--- config.mk ---
export PLATFORM = sky130hd
export DESIGN_NAME = onehot_mux_pipe
export DESIGN_NICKNAME = d
export VERILOG_FILES = /design/src/rtl/onehot_mux_pkg.sv /design/src/rtl/elastic_buf2.sv /design/src/rtl/onehot_mux_pipe.sv
export SDC_FILE = /design/constraint.sdc
export NUM_CORES = 1
export LEC_CHECK = 0
export CAP_MARGIN = 25
export CORE_AREA = 5 5 91 93
export CTS_CLUSTER_SIZE = 30
export DETAILED_ROUTE_END_ITERATION = 8
export DIE_AREA = 0 0 96 98
export DONT_BUFFER_PORTS = 1
export GPL_TIMING_DRIVEN = 0
export PLACE_DENSITY = 0.74
export SLEW_MARGIN = 0
export SYNTH_ARGS = -nofsm -noshare
export SYNTH_HDL_FRONTEND = slang
export SYNTH_SLANG_ARGS = --single-unit
--- constraint.sdc ---
create_clock -name Clk -period 2.3 [get_ports Clk]
set_clock_uncertainty 0.1 [all_clocks]
set_input_delay 0.23 -clock Clk [delete_from_list [all_inputs] [get_ports Clk]]
set_output_delay 0.23 -clock Clk [all_outputs]
set_load 0.01 [all_outputs]
--- src/rtl/onehot_mux_pkg.sv ---
// rtl/onehot_mux_pkg.sv - shared constants and helpers for the one-hot select mux pipeline
package onehot_mux_pkg;

    localparam int BAD_SEL_ZERO = 0;
    localparam int BAD_SEL_HOLD = 1;

    // Index width for a value range; never below 1 so N=2 still gets a real bit.
    function automatic int clog2(input int value);
        int r;
        r = 0;
        for (int i = 0; i < 31; i++) begin
            if ((1 << i) < value) begin
                r = i + 1;
            end
        end
        return (r == 0) ? 1 : r;
    endfunction

    // Buffer entry layout is {bad, idx, data}.
    function automatic int entry_w(input int width, input int n);
        return 1 + clog2(n) + width;
    endfunction

endpackage

--- src/rtl/elastic_buf2.sv ---
// rtl/elastic_buf2.sv - generic 2-entry valid/ready FIFO with registered outputs
module elastic_buf2 #(
    parameter int W = 8
) (
    input  logic         clk,
    input  logic         rst_n,
    input  logic [W-1:0] in_data,
    input  logic         in_valid,
    output logic         in_ready,
    output logic [W-1:0] out_data,
    output logic         out_valid,
    input  logic         out_ready
);

    logic [W-1:0] entry0;
    logic [W-1:0] entry1;
    logic [1:0]   count;
    logic         push;
    logic         pop;

    // Ready depends on occupancy only, so there is no path from out_ready to in_ready.
    assign in_ready  = (count < 2'd2);
    assign out_valid = (count != 2'd0);
    assign out_data  = entry0;
    assign push      = in_valid && in_ready;
    assign pop       = out_valid && out_ready;

    always_ff @(posedge clk or negedge rst_n) begin
        if (!rst_n) begin
            entry0 <= '0;
            entry1 <= '0;
            count  <= 2'd0;
        end else begin
            case (count)
                2'd0: begin
                    if (push) begin
                        entry0 <= in_data;
                        count  <= 2'd1;
                    end
                end
                2'd1: begin
                    if (push && pop) begin
                        entry0 <= in_data;
                    end else if (push) begin
                        entry1 <= in_data;
                        count  <= 2'd2;
                    end else if (pop) begin
                        count  <= 2'd0;
                    end
                end
                default: begin
                    if (pop) begin
                        entry0 <= entry1;
                        count  <= 2'd1;
                    end
                end
            endcase
        end
    end

endmodule

--- src/rtl/onehot_mux_pipe.sv ---
// rtl/onehot_mux_pipe.sv - one-hot select mux with illegal-select handling feeding a 2-entry elastic buffer
module onehot_mux_pipe
    import onehot_mux_pkg::*;
#(
    parameter int WIDTH        = 32,
    parameter int N            = 4,
    parameter int BAD_SEL_MODE = 0,
    parameter int ERRW         = 8
) (
    input  logic                  Clk,
    input  logic                  Rst_n,
    input  logic [N*WIDTH-1:0]    In_data,
    input  logic [N-1:0]          In_sel,
    input  logic                  In_valid,
    output logic                  In_ready,
    output logic [WIDTH-1:0]      Out_data,
    output logic [clog2(N)-1:0]   Out_idx,
    output logic                  Out_bad,
    output logic                  Out_valid,
    input  logic                  Out_ready,
    output logic                  Err_sticky,
    output logic [ERRW-1:0]       Err_count,
    input  logic                  Err_clr
);

    localparam int IDXW = clog2(N);
    localparam int EW   = entry_w(WIDTH, N);

    logic             legal;
    logic             accept;
    logic [WIDTH-1:0] mux_data;
    logic [WIDTH-1:0] sel_data;
    logic [WIDTH-1:0] last_good;
    logic [IDXW-1:0]  enc_idx;
    logic [EW-1:0]    entry;
    logic [EW-1:0]    head;

    assign legal  = (In_sel != '0) && ((In_sel & (In_sel - N'(1))) == '0);
    assign accept = In_valid && In_ready;

    // AND-OR mux and encoder; only trusted when the select is legal.
    always_comb begin
        mux_data = '0;
        enc_idx  = '0;
        for (int k = 0; k < N; k++) begin
            if (In_sel[k]) begin
                mux_data = mux_data | In_data[k*WIDTH +: WIDTH];
                enc_idx  = enc_idx | IDXW'(k);
            end
        end
    end

    always_comb begin
        sel_data = '0;
        if (legal) begin
            sel_data = mux_data;
        end else if (BAD_SEL_MODE == BAD_SEL_HOLD) begin
            sel_data = last_good;
        end
    end

    assign entry = {~legal, (legal ? enc_idx : IDXW'(0)), sel_data};

    always_ff @(posedge Clk or negedge Rst_n) begin
        if (!Rst_n) begin
            last_good <= '0;
        end else if (accept && legal) begin
            last_good <= mux_data;
        end
    end

    // A clear coinciding with a counted illegal select leaves that one event recorded.
    always_ff @(posedge Clk or negedge Rst_n) begin
        if (!Rst_n) begin
            Err_sticky <= 1'b0;
            Err_count  <= '0;
        end else if (accept && !legal) begin
            Err_sticky <= 1'b1;
            if (Err_clr) begin
                Err_count <= ERRW'(1);
            end else if (Err_count != {ERRW{1'b1}}) begin
                Err_count <= Err_count + ERRW'(1);
            end
        end else if (Err_clr) begin
            Err_sticky <= 1'b0;
            Err_count  <= '0;
        end
    end

    elastic_buf2 #(
        .W(EW)
    ) u_buf (
        .clk      (Clk),
        .rst_n    (Rst_n),
        .in_data  (entry),
        .in_valid (In_valid),
        .in_ready (In_ready),
        .out_data (head),
        .out_valid(Out_valid),
        .out_ready(Out_ready)
    );

    assign {Out_bad, Out_idx, Out_data} = head;

endmodule

Yosys cells after proc, flatten, opt, wreduce, memory -nomap -nowiden
Cells that the tools add are included.

Input bits: 137. Flip-flop bits (word level): 81. Logic and storage cells: 62. Output and inout port bits: 46.

Equality and inequality tests: 6. Order comparisons: 1. Add/subtract/negate cells: 2. Multiplexer cells: 25. Bitwise logic cells: 6. Reduce and logical (&&, ||, !) cells: 17.

Operators with widths (number): $mux 32 (5); $mux 35 (3); $or 32x32->32 (3); $pmux 35 s2 (1); $mux 8 (4); $mux 2 (8); $add 8x1->8 const B (1); $ne 8x8->1 const B (1); $reduce_and 3->1 (2); $reduce_bool 2->1 (3); $logic_and 1x1->1 (5); $and 4x4->4 (1); $logic_not 4->1 (1); $ne 2x2->1 const B (2); $pmux 2 s2 (1); $reduce_and 4->1 (1); $reduce_bool 4->1 (1); $sub 4x1->4 const B (1); $mux 1 (3); $ne 3x2->1 const B (1); $reduce_bool 3->1 (1); $eq 2x1->1 const B (1); $logic_not 2->1 (1); $lt 2x2->1 const B (1); other kinds (4) (5).

Logic depth before layout (Yosys ltp)
Gate-level depths: netlist (run 1).

Word-level depth: 10. Depth in mapped cells: 8. Gate-level depth less buffers: 6.

Hierarchy
A second synthesis (run 1) with hierarchy kept.

Cells, all modules: 378. Area total of the unflattened synthesis: 4541.9 um^2.

By module, submodules not included: elastic_buf2 (cells each 198, sequential area each 1801.7 um^2, area an instance 3195.6 um^2, times used 1); onehot_mux_pipe (cells each 180, sequential area each 225.2 um^2, area an instance 1346.3 um^2, times used 1).

Worst setup path before layout (run 1)
Ideal clock, no wire load.

Kind: input -> register. From: input port In_sel[3]. To: register u_buf.entry0[13] (netlist: u_buf.out_data[13]). Path buffers: 3. Path slack: 347 ps. Stages on the path: 8. Setup time: 89 ps. Data arrival time: 1763 ps. Required time: 2111 ps. Cell sequence: buf_4 -> xnor2_1 -> or3_4 -> and2_4 -> or3_1 -> buf_2 -> buf_6 -> o221ai_2.

Longest elaborated chain between the ends: 7. Elaborated cells between the ends (all ways): 10. Those cells by class: add/sub: 1; mux: 5; bitwise: 1; reduce/logical: 3.

Ends and longest elaborated chain: start: declaration (line onehot_mux_pipe.sv:13) `input logic [N-1:0] In_sel,`; $sub 4x1->4 (line onehot_mux_pipe.sv:38) `assign legal = (In_sel != '0) && ((In_sel & (In_sel - N'(1))) == '0);`; $and 4x4->4 (line onehot_mux_pipe.sv:38); $logic_not 4->1 (line onehot_mux_pipe.sv:38); $logic_and 1x1->1 (line onehot_mux_pipe.sv:38); $mux 32 * (line onehot_mux_pipe.sv:55) `if (legal) begin`; $mux 35, on equally long branches (line elastic_buf2.sv:42, elastic_buf2.sv:36); $pmux 35 s2 * (line elastic_buf2.sv:34) `case (count)`; end signal: assignment (line elastic_buf2.sv:37) `entry0 <= in_data;`; end signal: assignment (line elastic_buf2.sv:43) `entry0 <= in_data;`; end signal: assignment (line elastic_buf2.sv:53) `entry0 <= entry1;`; end: declaration (line elastic_buf2.sv:15) `logic [W-1:0] entry0;`.

Every way passes the cells marked *; elsewhere a longest branch is shown, timed or not. The select of a mux whose other input is x is not followed. A chain may end at the register's enable or synchronous reset.

Worst setup path in the final report (run 1)
From: register u_buf.count[1]. To: register u_buf.entry1[4].

Longest elaborated chain between the ends: 5. Elaborated cells between the ends (all ways): 8. Those cells by class: order compare: 1; eq/ne: 1; bitwise: 1; reduce/logical: 5.

Ends and longest elaborated chain: start: declaration (line elastic_buf2.sv:17) `logic [1:0] count;`; start signal: assignment (line elastic_buf2.sv:32) `count <= 2'd0;`; start signal: assignment (line elastic_buf2.sv:38) `count <= 2'd1;`; start signal: assignment (line elastic_buf2.sv:46) `count <= 2'd2;`; $lt 2x2->1 or $reduce_bool 2->1 (tied branches) (line elastic_buf2.sv:22, elastic_buf2.sv:23); $logic_and 1x1->1, on equally long branches (line elastic_buf2.sv:25, elastic_buf2.sv:26); $logic_and 1x1->1 (line elastic_buf2.sv:42) `if (push && pop) begin`; $not 1->1 (no line); $reduce_and 3->1 (no line) *; end signal: assignment (line elastic_buf2.sv:45) `entry1 <= in_data;`; end: declaration (line elastic_buf2.sv:16) `logic [W-1:0] entry1;`.

Every way passes the cells marked *; elsewhere a longest branch is shown, timed or not.

==> qor.yml, run 1 <==
route:
  firstDrtPassIters: 5
  initialDrtViolationCount: 270
  wl_per_cell_microns: 25.5
  via_per_inst: 7.09
  vias: 3926
  ant_nets: 0
  finalWirelength_microns: 14100
  drc: 0
critical_path:
  path_class: "flop to flop"
  cp_slowest_stage_delay_ps: 480
  startpoint_type: "flop"
  crit_chain: "buf_1, or3_1, clkbuf_1, clkbuf_1, nand2_1, o31ai_1"
  worst_ep_required_time_ps: 2440
  endpoint_kind: "flop"
  slowest_stage: "clkbuf_1"
  arrival_ps: 2310
  cp_common_cell: "clkbuf_1"
  critPathMaxFanout: 10
floorplan:
  start_util_pct: 61.3
  die_w_microns: 96
  core_area_sq_um: 7450
  num_io_pins: 183
  dieArea_sq_um: 9410
  die_h_microns: 98
  num_rows: 32
timing:
  drv_slew: 0
  tightest_slew_ps: 815
  fmax_mhz: 462
  finalCritPeriodShare_pct: 94.2
  rsz0062_at_grt: "false"
  finalWorstSetupSlack_ps: 134
  slew_headroom_pct: 45.6
  hold_viol_final: 0
  min_period_ps: 2170
  setup_viol: 0
global_route:
  grt_max_degree: 82
  track_usage_pct: 30.3
  gr-total-overflow: 0
  grt_pass1_vias: 3939
  antenna_found_initial: 0
  grt_pass1_wl_microns: 21800
power_and_ir_drop:
  power_leakage_uw: 0.00207
  peakVddDrop_uv: 457
  powerDensity_nw_per_um2: 836
clock_network:
  cts_setup_buffers: 0
  h-tree-depth: 3
  cts_buffers: 9
  tritoncts: "built"
  clk_pin_slew_worst_paths_ps: 80
  cts_max_path_buffers: 2
  clkLatencyLatePin_ps: 360
  cts-root-buf: "clkbuf_8"
  cts.sinks: 81
synth:
  synthFlopType: "dfrtp_1"
  netlist_area_sq_um: 4560
  syn_inst: 432
  synth_edf_count: 0
  ys_ff_latch: 81
  ys_seq_area_share_pct: 44.4
  syn_nets: 570
  avgSynthCellArea_sq_um: 10.6
  ys_types: 40
  yosys_warnings: 0
  async_flop_share_pct: 100
placed_design:
  port_buffers: 0
  numPlacedInstances: 534
  place_ws_ps: -78.0
  place.gp.congestion: 0.866
  dp_hpwl_microns: 10300
  placed_cell_area_sq_um: 4690
layout:
  antenna_cells: 0
  fillCellCount: 611
  post-route-cell-area_sq_um: 4960
  drive_gt1_share_pct: 13.3
  fin_cells: 554
  fin_nets: 585
  area_growth_pct: 8.80
  layout_common_cells: "dfrtp_1, nand2_1, mux2i_1, clkbuf_1, o31ai_1"
  layout.cells.most_common: "dfrtp_1"
outcome:
  status: "finished clean"
flow_run:
  maxCapViolCount: 0
hold_path:
  hold_path_class: "input pin to flop"
[what timing repair did]
action | CTS | global route
endpoints found under the setup margin | 0 | 2
hold buffers | 4 | 0
resized for setup | 0 | 3
hold endpoints to repair | 83 | 0
[cell families (layout without fill, tap and decap cells)]
family,count (synthesis),after routing,synth area share (%)
compound gates,149,149,30.7
xor+xnor,2,2,0.384
fa+ha+maj,1,1,0.274
buf+inv,50,70,4.80
flops,81,81,44.4
mux,38,38,8.39
simple gates,111,111,11.1
[cell type report]
type,instances,area (sq um),area share [%]
repair buffers,4,57.6,1.16
clock buffers,11,151,3.05
flip-flops and latches,81,2030,40.8
well taps,102,128,2.57
multi-input cells,301,2320,46.7
plain buffers,45,203,4.08
inverters,5,18.8,0.378
clock inverters,5,62.6,1.26
[report_power, final]
part           switching (uW)  internal [uW]
sequential                332           1730
clock                     559            567
combinational             574            392
total                    1470           2680
[worst paths after layout]
path	start	to	slack, ps	depth (start not counted)
min in group asynchronous	Rst_n	u_buf.out_data[15]	330	2
setup reg to reg	u_buf.count[1]	u_buf.entry1[4]	130	6
hold reg to reg	u_buf.entry1[30]	u_buf.entry1[30]	390	2
hold / removal	In_valid	u_buf.count[0]	20	2
setup / recovery	u_buf.count[1]	u_buf.entry1[4]	130	6
max in group asynchronous	Rst_n	u_buf.count[0]	1440	2
[cells in the mapped netlist (2+ instances only)]
cell type | n | area (sq um)
nor2_1 | 9 | 33.8
buf_6 | 3 | 33.8
nand2b_1 | 3 | 18.8
a221oi_1 | 32 | 280
clkbuf_1 | 36 | 135
buf_1 | 3 | 11.3
and4_1 | 3 | 26.3
or3_1 | 2 | 12.5
and3_1 | 2 | 12.5
a31oi_1 | 2 | 12.5
o221ai_2 | 30 | 450
o22ai_1 | 2 | 12.5
inv_1 | 4 | 15.0
o221ai_1 | 2 | 17.5
o21ai_0 | 7 | 35.0
nor2b_1 | 3 | 18.8
mux2_2 | 2 | 22.5
buf_4 | 2 | 15.0
mux2i_1 | 36 | 360
a22o_1 | 32 | 280
nand2_1 | 74 | 278
nor4b_1 | 4 | 35.0
nor3_1 | 3 | 15.0
a311oi_1 | 2 | 17.5
o31ai_1 | 33 | 248
a21oi_1 | 4 | 20.0
dfrtp_1 | 81 | 2030
nand3_1 | 4 | 20.0
[worst max-delay path: cells and delay by family, from the launching register on]
family,cells,cell delay (ps)
buf+inv,3,1130
compound gates,1,110
simple gates,2,320
flops,1,400
[per-stage QoR]
step           util, %  setup TNS [ps]  hold WS, ps  total power, uW
2_1_floorplan        -               0         -166             2730
3_3_place_gp      63.0           -1080         -164             2950
3_5_place_dp      63.0            -709         -163             3000
4_1_cts           66.6               0         15.3             4140
5_1_grt           66.7               0         33.3             4350
6_report          66.7               0         15.9             4150
[routing by layer]
metal  up-vias  global-route usage (%)  routed length, microns
met4         0                    7.33                     201
met3        19                    7.78                    1310
met1      1983                    39.1                    5340
li1       1720                       -                       -
met2       204                    50.7                    7250
met5         -                       0                       0
[sequential cells by signal, indices dropped and copies added, names as in the netlist]
register        cells
u_buf.count         2
Err_count           8
u_buf.out_data     35
u_buf.entry1       35
Err_sticky          1
(Power assumes the default switching activity.)
==> run 2: changes to the inputs <==
--- a/config.mk
+++ b/config.mk
@@ -16,4 +16,5 @@
 export SLEW_MARGIN = 0
 export SYNTH_ARGS = -nofsm -noshare
 export SYNTH_HDL_FRONTEND = slang
+export SYNTH_HIERARCHICAL = 1
 export SYNTH_SLANG_ARGS = --single-unit
==> run 2 against run 1 <==
Effect of this change:
- clock power decreased by 8%
- setup slack improved by 9.0 ps
- utilization decreased by 0.25 points
- worst hold slack improved by 27 ps
- non-clock buffer count decreased by 14
- synthesized area decreased by 0.47%
- critical path type is now input pin to flop
- die area unchanged
- largest power group unchanged
- via count decreased by 18%
==> qor.yml, run 2 <==
synth:
  avgSynthCellArea_sq_um: 12.0
  ys_top_cells_by_area: "dfrtp_1, mux2_2, a22oi_1"
  yosys_warnings: 6
  synthFlopType: "dfrtp_1"
  syn_inst: 378
  netlist_area_sq_um: 4540
  syn_nets: 516
  synth_largest_area_cell: "dfrtp_1"
  synth.most_common_cell: "mux2_2"
  ys_ff_latch: 81
  synth_top_area_share_pct: 44.6
  ys_seq_area_share_pct: 44.6
  async_flop_share_pct: 100
  synth_commonest_cells: "mux2_2, dfrtp_1, a22oi_1"
  ys_types: 39
  synth_edf_count: 0
critical_path:
  startpoint: "In_sel[3]"
  cp_common_cell: "mux2_2"
  reg2reg_to: "Err_count[4]"
  ff2ff_path_depth: 7
  endpoint: "u_buf/out_data[22]"
  rr_startpoint: "u_buf/count[1]"
  critPathMaxFanout: 10
  crit_chain: "buf_4, xnor2_2, or3_4, inv_2, nor3_2, buf_2, a21oi_1, mux2_2, mux2_2"
  arrival_ps: 2280
  slowest_stage: "nor3_2"
  worst_ep_required_time_ps: 2420
  regToRegSetupSlack_ps: 200
  cp_slowest_stage_delay_ps: 520
  startpoint_type: "input pin"
  path_class: "input pin to flop"
  endpoint_kind: "flop"
route:
  firstDrtPassIters: 4
  drc: 0
  ant_nets: 0
  finalWirelength_microns: 11400
  initialDrtViolationCount: 122
  wl_per_cell_microns: 22.7
  via_per_inst: 6.46
  vias: 3238
timing:
  hold-worst-slack_ps: 43.3
  min_period_ps: 2160
  drv_slew: 0
  fmax_mhz: 464
  slew_headroom_pct: 52.1
  finalCritPeriodShare_pct: 93.8
  hold_viol_final: 0
  setup_viol: 0
  tightest_slew_ps: 712
  rsz0062_at_grt: "false"
floorplan:
  die_w_microns: 96
  die_h_microns: 98
  start_util_pct: 61.0
  dieArea_sq_um: 9410
  num_rows: 32
  core_area_sq_um: 7450
  num_io_pins: 183
hold_path:
  hold_path_class: "input pin to flop"
clock_network:
  cts_max_path_buffers: 2
  tritoncts: "built"
  clk_pin_slew_worst_paths_ps: 80
  cts_buffers: 9
  h-tree-depth: 3
  cts.sinks: 81
  clkLatencyLatePin_ps: 350
  cts-root-buf: "clkbuf_8"
placed_design:
  numPlacedInstances: 480
  dp_hpwl_microns: 8110
  place.gp.congestion: 0.798
  port_buffers: 0
layout:
  fillCellCount: 595
  antenna_cells: 0
  drive_gt1_share_pct: 37.3
  layout_common_cells: "mux2_2, dfrtp_1, a22oi_1, a21oi_1, clkbuf_1"
  post-route-util_pct: 66.4
  fin_cells: 501
  layout.cells.most_common: "mux2_2"
  area_growth_pct: 8.90
  fin_nets: 532
global_route:
  grt_pass1_wl_microns: 17300
  grt_pass1_vias: 3367
  grt_max_degree: 82
  gr-total-overflow: 0
  antenna_found_initial: 0
  track_usage_pct: 24.2
power_and_ir_drop:
  powerDensity_nw_per_um2: 790
  peakVddDrop_uv: 410
  power_leakage_uw: 0.00221
outcome:
  status: "finished clean"
flow_run:
  maxCapViolCount: 0
-- run 2: power by group --
| part | internal, uW | switching [uW] |
|---|---|---|
| clock | 528 | 509 |
| sequential | 1730 | 268 |
| combinational | 483 | 385 |
| total | 2740 | 1160 |
-- run 2: worst min path at each step --
stage	from	end	slack, ps	cells past startpoint
after floorplan	Rst_n	Err_count[0]	-170	0
after global placement	Rst_n	Err_count[0]	-160	0
after detailed placement	Rst_n	Err_count[1]	-160	0
after CTS	Err_clr	Err_count[5]	30	2
after global routing	Err_clr	Err_count[5]	40	2
final	Err_clr	Err_count[5]	40	2
-- run 2: area by class of cell --
type / count / area (sq um) / area share (%)
Sequential cell: 81 / 2030 / 41.0
Clock inverter: 5 / 55.1 / 1.11
Inverter: 8 / 33.8 / 0.683
Buffer: 30 / 210 / 4.25
Multi-Input combinational cell: 259 / 2280 / 46.1
Clock buffer: 11 / 141 / 2.86
Timing Repair Buffer: 5 / 67.6 / 1.37
Tap cell: 102 / 128 / 2.58
-- run 2: metal layers --
metal | track usage [%] | wire (microns)
met1 | 30.0 | 4770
met2 | 39.4 | 5510
met3 | 6.70 | 816
met4 | 9.74 | 256
met5 | 0 | 0
-- run 2: logic make-up (layout without fill, tap and decap cells) --
group                    count (synthesis)  count (layout)  synth area share (%)
XOR/XNOR                                 1               1                 0.358
buffers and inverters                   38              59                  5.29
AND/OR/NAND/NOR                         37              37                  5.76
AO/OA/AOI/OAI                          110             110                  16.3
multiplexers                           110             110                  27.4
adder cells (fa/ha/maj)                  1               1                 0.275
flip-flops                              81              81                  44.6
-- run 2: stage by stage --
step	power (uW)	setup WS (ps)	TNS, ps	area, sq um
3_3_place_gp	2820	-129	-2990	4670
5_1_grt	4100	51.0	0	4950
2_1_floorplan	2650	258	0	4540
3_5_place_dp	2860	-187	-4800	4670
4_1_cts	3930	9.29	0	4930
6_report	3910	143	0	4950
-- run 2: what timing repair did --
item | in CTS | in global routing
hold buffers | 5 | 0
setup buffers | 0 | 0
endpoints found under the setup margin | 0 | 4
resized for setup | 0 | 4
endpoints found under the hold margin | 83 | 0
-- run 2: worst max-delay path, delay by kind of cell --
family	cells	cell delay [ps]
buffers and inverters	3	570
AOI/OAI and AO/OA	1	100
xor gates and xnor gates	1	130
muxes	2	540
and+or+nand+nor	2	680
==> run 3: changes to the inputs <==
--- a/config.mk
+++ b/config.mk
@@ -5,14 +5,15 @@
 export SDC_FILE = /design/constraint.sdc
 export NUM_CORES = 1
 export LEC_CHECK = 0
+export ABC_CLOCK_PERIOD_IN_PS = 1800
 export CAP_MARGIN = 25
-export CORE_AREA = 5 5 91 93
+export CORE_AREA = 5 5 95 97
 export CTS_CLUSTER_SIZE = 30
 export DETAILED_ROUTE_END_ITERATION = 8
-export DIE_AREA = 0 0 96 98
+export DIE_AREA = 0 0 100 102
 export DONT_BUFFER_PORTS = 1
 export GPL_TIMING_DRIVEN = 0
-export PLACE_DENSITY = 0.74
+export PLACE_DENSITY = 0.71
 export SLEW_MARGIN = 0
 export SYNTH_ARGS = -nofsm -noshare
 export SYNTH_HDL_FRONTEND = slang
==> constraint.sdc (replaced) <==
create_clock -name Clk -period 1.8 [get_ports Clk]
set_clock_uncertainty 0.1 [all_clocks]
set_input_delay 0.18 -clock Clk [delete_from_list [all_inputs] [get_ports Clk]]
set_output_delay 0.18 -clock Clk [all_outputs]
set_load 0.01 [all_outputs]
==> run 3 against run 2 <==
Effect of this change:
- the run now ends with hold timing left
- count of clock-buffer cells in the layout is the same
- first-iteration DRC count fell by 13%
- clock power is 57% higher
- combinational power increased by 32%
- sequential share of layout area down 1.7 points
- cell count is 2.2% higher
- critical endpoint is now u_buf/out_data[4]
- largest cell class unchanged
- largest power group unchanged
- highest routed layer unchanged
==> qor.yml, run 3 (synthesis gave the netlist of run 2 again) <==
timing:
  fmax_mhz: 579
  drv_slew: 0
  tightest_slew_ps: 764
  hold-worst-slack_ps: -582
  hold_viol_final: 81
  min_period_ps: 1730
  setup_viol: 0
  rsz0062_at_grt: "false"
  slew_headroom_pct: 49.1
  finalCritPeriodShare_pct: 95.9
  finalWorstSetupSlack_ps: 73.5
layout:
  drive_gt1_share_pct: 42.0
  area_growth_pct: 13.6
  post-route-cell-area_sq_um: 5160
  antenna_cells: 0
  fin_nets: 540
  layout.cells.most_common: "mux2_2"
  layout_common_cells: "mux2_2, dfrtp_1, a22oi_1, a21oi_1, clkbuf_1"
route:
  wl_met2_microns: 5990
  firstDrtPassIters: 4
  wl_per_cell_microns: 23.4
  wl_met1_microns: 4690
  via_per_inst: 6.40
  initialDrtViolationCount: 106
  vias: 3278
  routed.top_layer: "met4"
  wl_met3_microns: 1050
  drc: 0
  ant_nets: 0
  finalWirelength_microns: 12000
clock_network:
  h-tree-depth: 3
  cts_buffers: 9
  clkLatencyLatePin_ps: 350
  clk_pin_slew_worst_paths_ps: 80
  tritoncts: "built"
  cts-root-buf: "clkbuf_8"
  cts_hold_buf: 4
  cts_max_path_buffers: 2
  cts.sinks: 81
power_and_ir_drop:
  peakVddDrop_uv: 479
  fin_total_pwr_uw: 5340
  power_leakage_uw: 0.00231
  powerDensity_nw_per_um2: 1030
global_route:
  antenna_found_initial: 0
  grt_pass1_vias: 3534
  grt_max_degree: 82
  track_usage_pct: 23.4
  gr-total-overflow: 0
  grt_pass1_wl_microns: 18300
placed_design:
  place.gp.congestion: 0.754
  placed_cell_area_sq_um: 4760
  dp_hpwl_microns: 8440
  port_buffers: 0
  place_ws_ps: -333
critical_path:
  critPathMaxFanout: 10
  path_class: "flop to flop"
  arrival_ps: 1860
  worst_ep_required_time_ps: 1940
  startpoint_type: "flop"
  endpoint_kind: "flop"
flow_run:
  maxCapViolCount: 0
outcome:
  violations: "hold timing"
  status: "finished with violations"
floorplan:
  die_h_microns: 102
  num_io_pins: 183
  die_w_microns: 100
  num_rows: 33
  core_area_sq_um: 8050
  dieArea_sq_um: 10200
  start_util_pct: 56.4
hold_path:
  hold_path_class: "input pin to async pin"
run 3: timing repair:
action | CTS | global route
gates cloned | 0 | 0
resized for setup | 10 | 6
endpoints found under the hold margin | 84 | 81
setup endpoints to repair | 6 | 53
buffers inserted | 5 | 5
pin swaps | 4 | 7
run 3: path summary, 6_finish.rpt:
path / start / endpoint / slack (ps) / depth (start not counted)
max: u_buf/count[1] / u_buf/out_data[4] / 70 / 4
min: Rst_n / Err_count[1] / -580 / 0
max reg2reg: u_buf/count[1] / u_buf/out_data[4] / 70 / 4
min reg2reg: u_buf/entry1[5] / u_buf/entry1[5] / 390 / 1
max in group asynchronous: Rst_n / Err_count[7] / 2030 / 0
min in group Clk: In_valid / u_buf/count[0] / 40 / 3
run 3: where the power goes:
part           total, uW  switching (uW)  internal, uW
clock network       1630             668           958
registers           2550             340          2210
logic               1150             493           661
total               5340            1500          3830
run 3: area by class of cell:
cell class                      count  area (sq um)
Fill cell                         650          2890
Multi-Input combinational cell    259          2360
Sequential cell                    81          2030
Buffer                             29           234
Clock buffer                       11           141
Tap cell                          105           131
Timing Repair Buffer               14           115
Clock inverter                      5           103
Inverter                            8          40.0
run 3: critical path, stage by stage, from the launching register on:
cell     delay (ps)
dfrtp_2         420
buf_4           160
o22ai_4         350
buf_6           230
mux2_2          350
run 3: metrics by stage:
stage / cells / setup TNS, ps / utilization [%] / hold WS (ps)
final: 512 / 0 / 64.1 / -582
after global routing: 512 / 0 / 64.1 / -611
after CTS: 508 / -589 / 63.7 / -598
after detailed placement: 483 / -12420 / 59.1 / -213
after global placement: 483 / -11120 / 59.1 / -214
after floorplan: 378 / -956 / - / -216
run 3: metal layers:
layer,vias up,GRT usage (%)
met3,22,7.92
met4,0,9.53
met1,1631,27.6
met5,-,0
li1,1483,-
met2,142,39.4
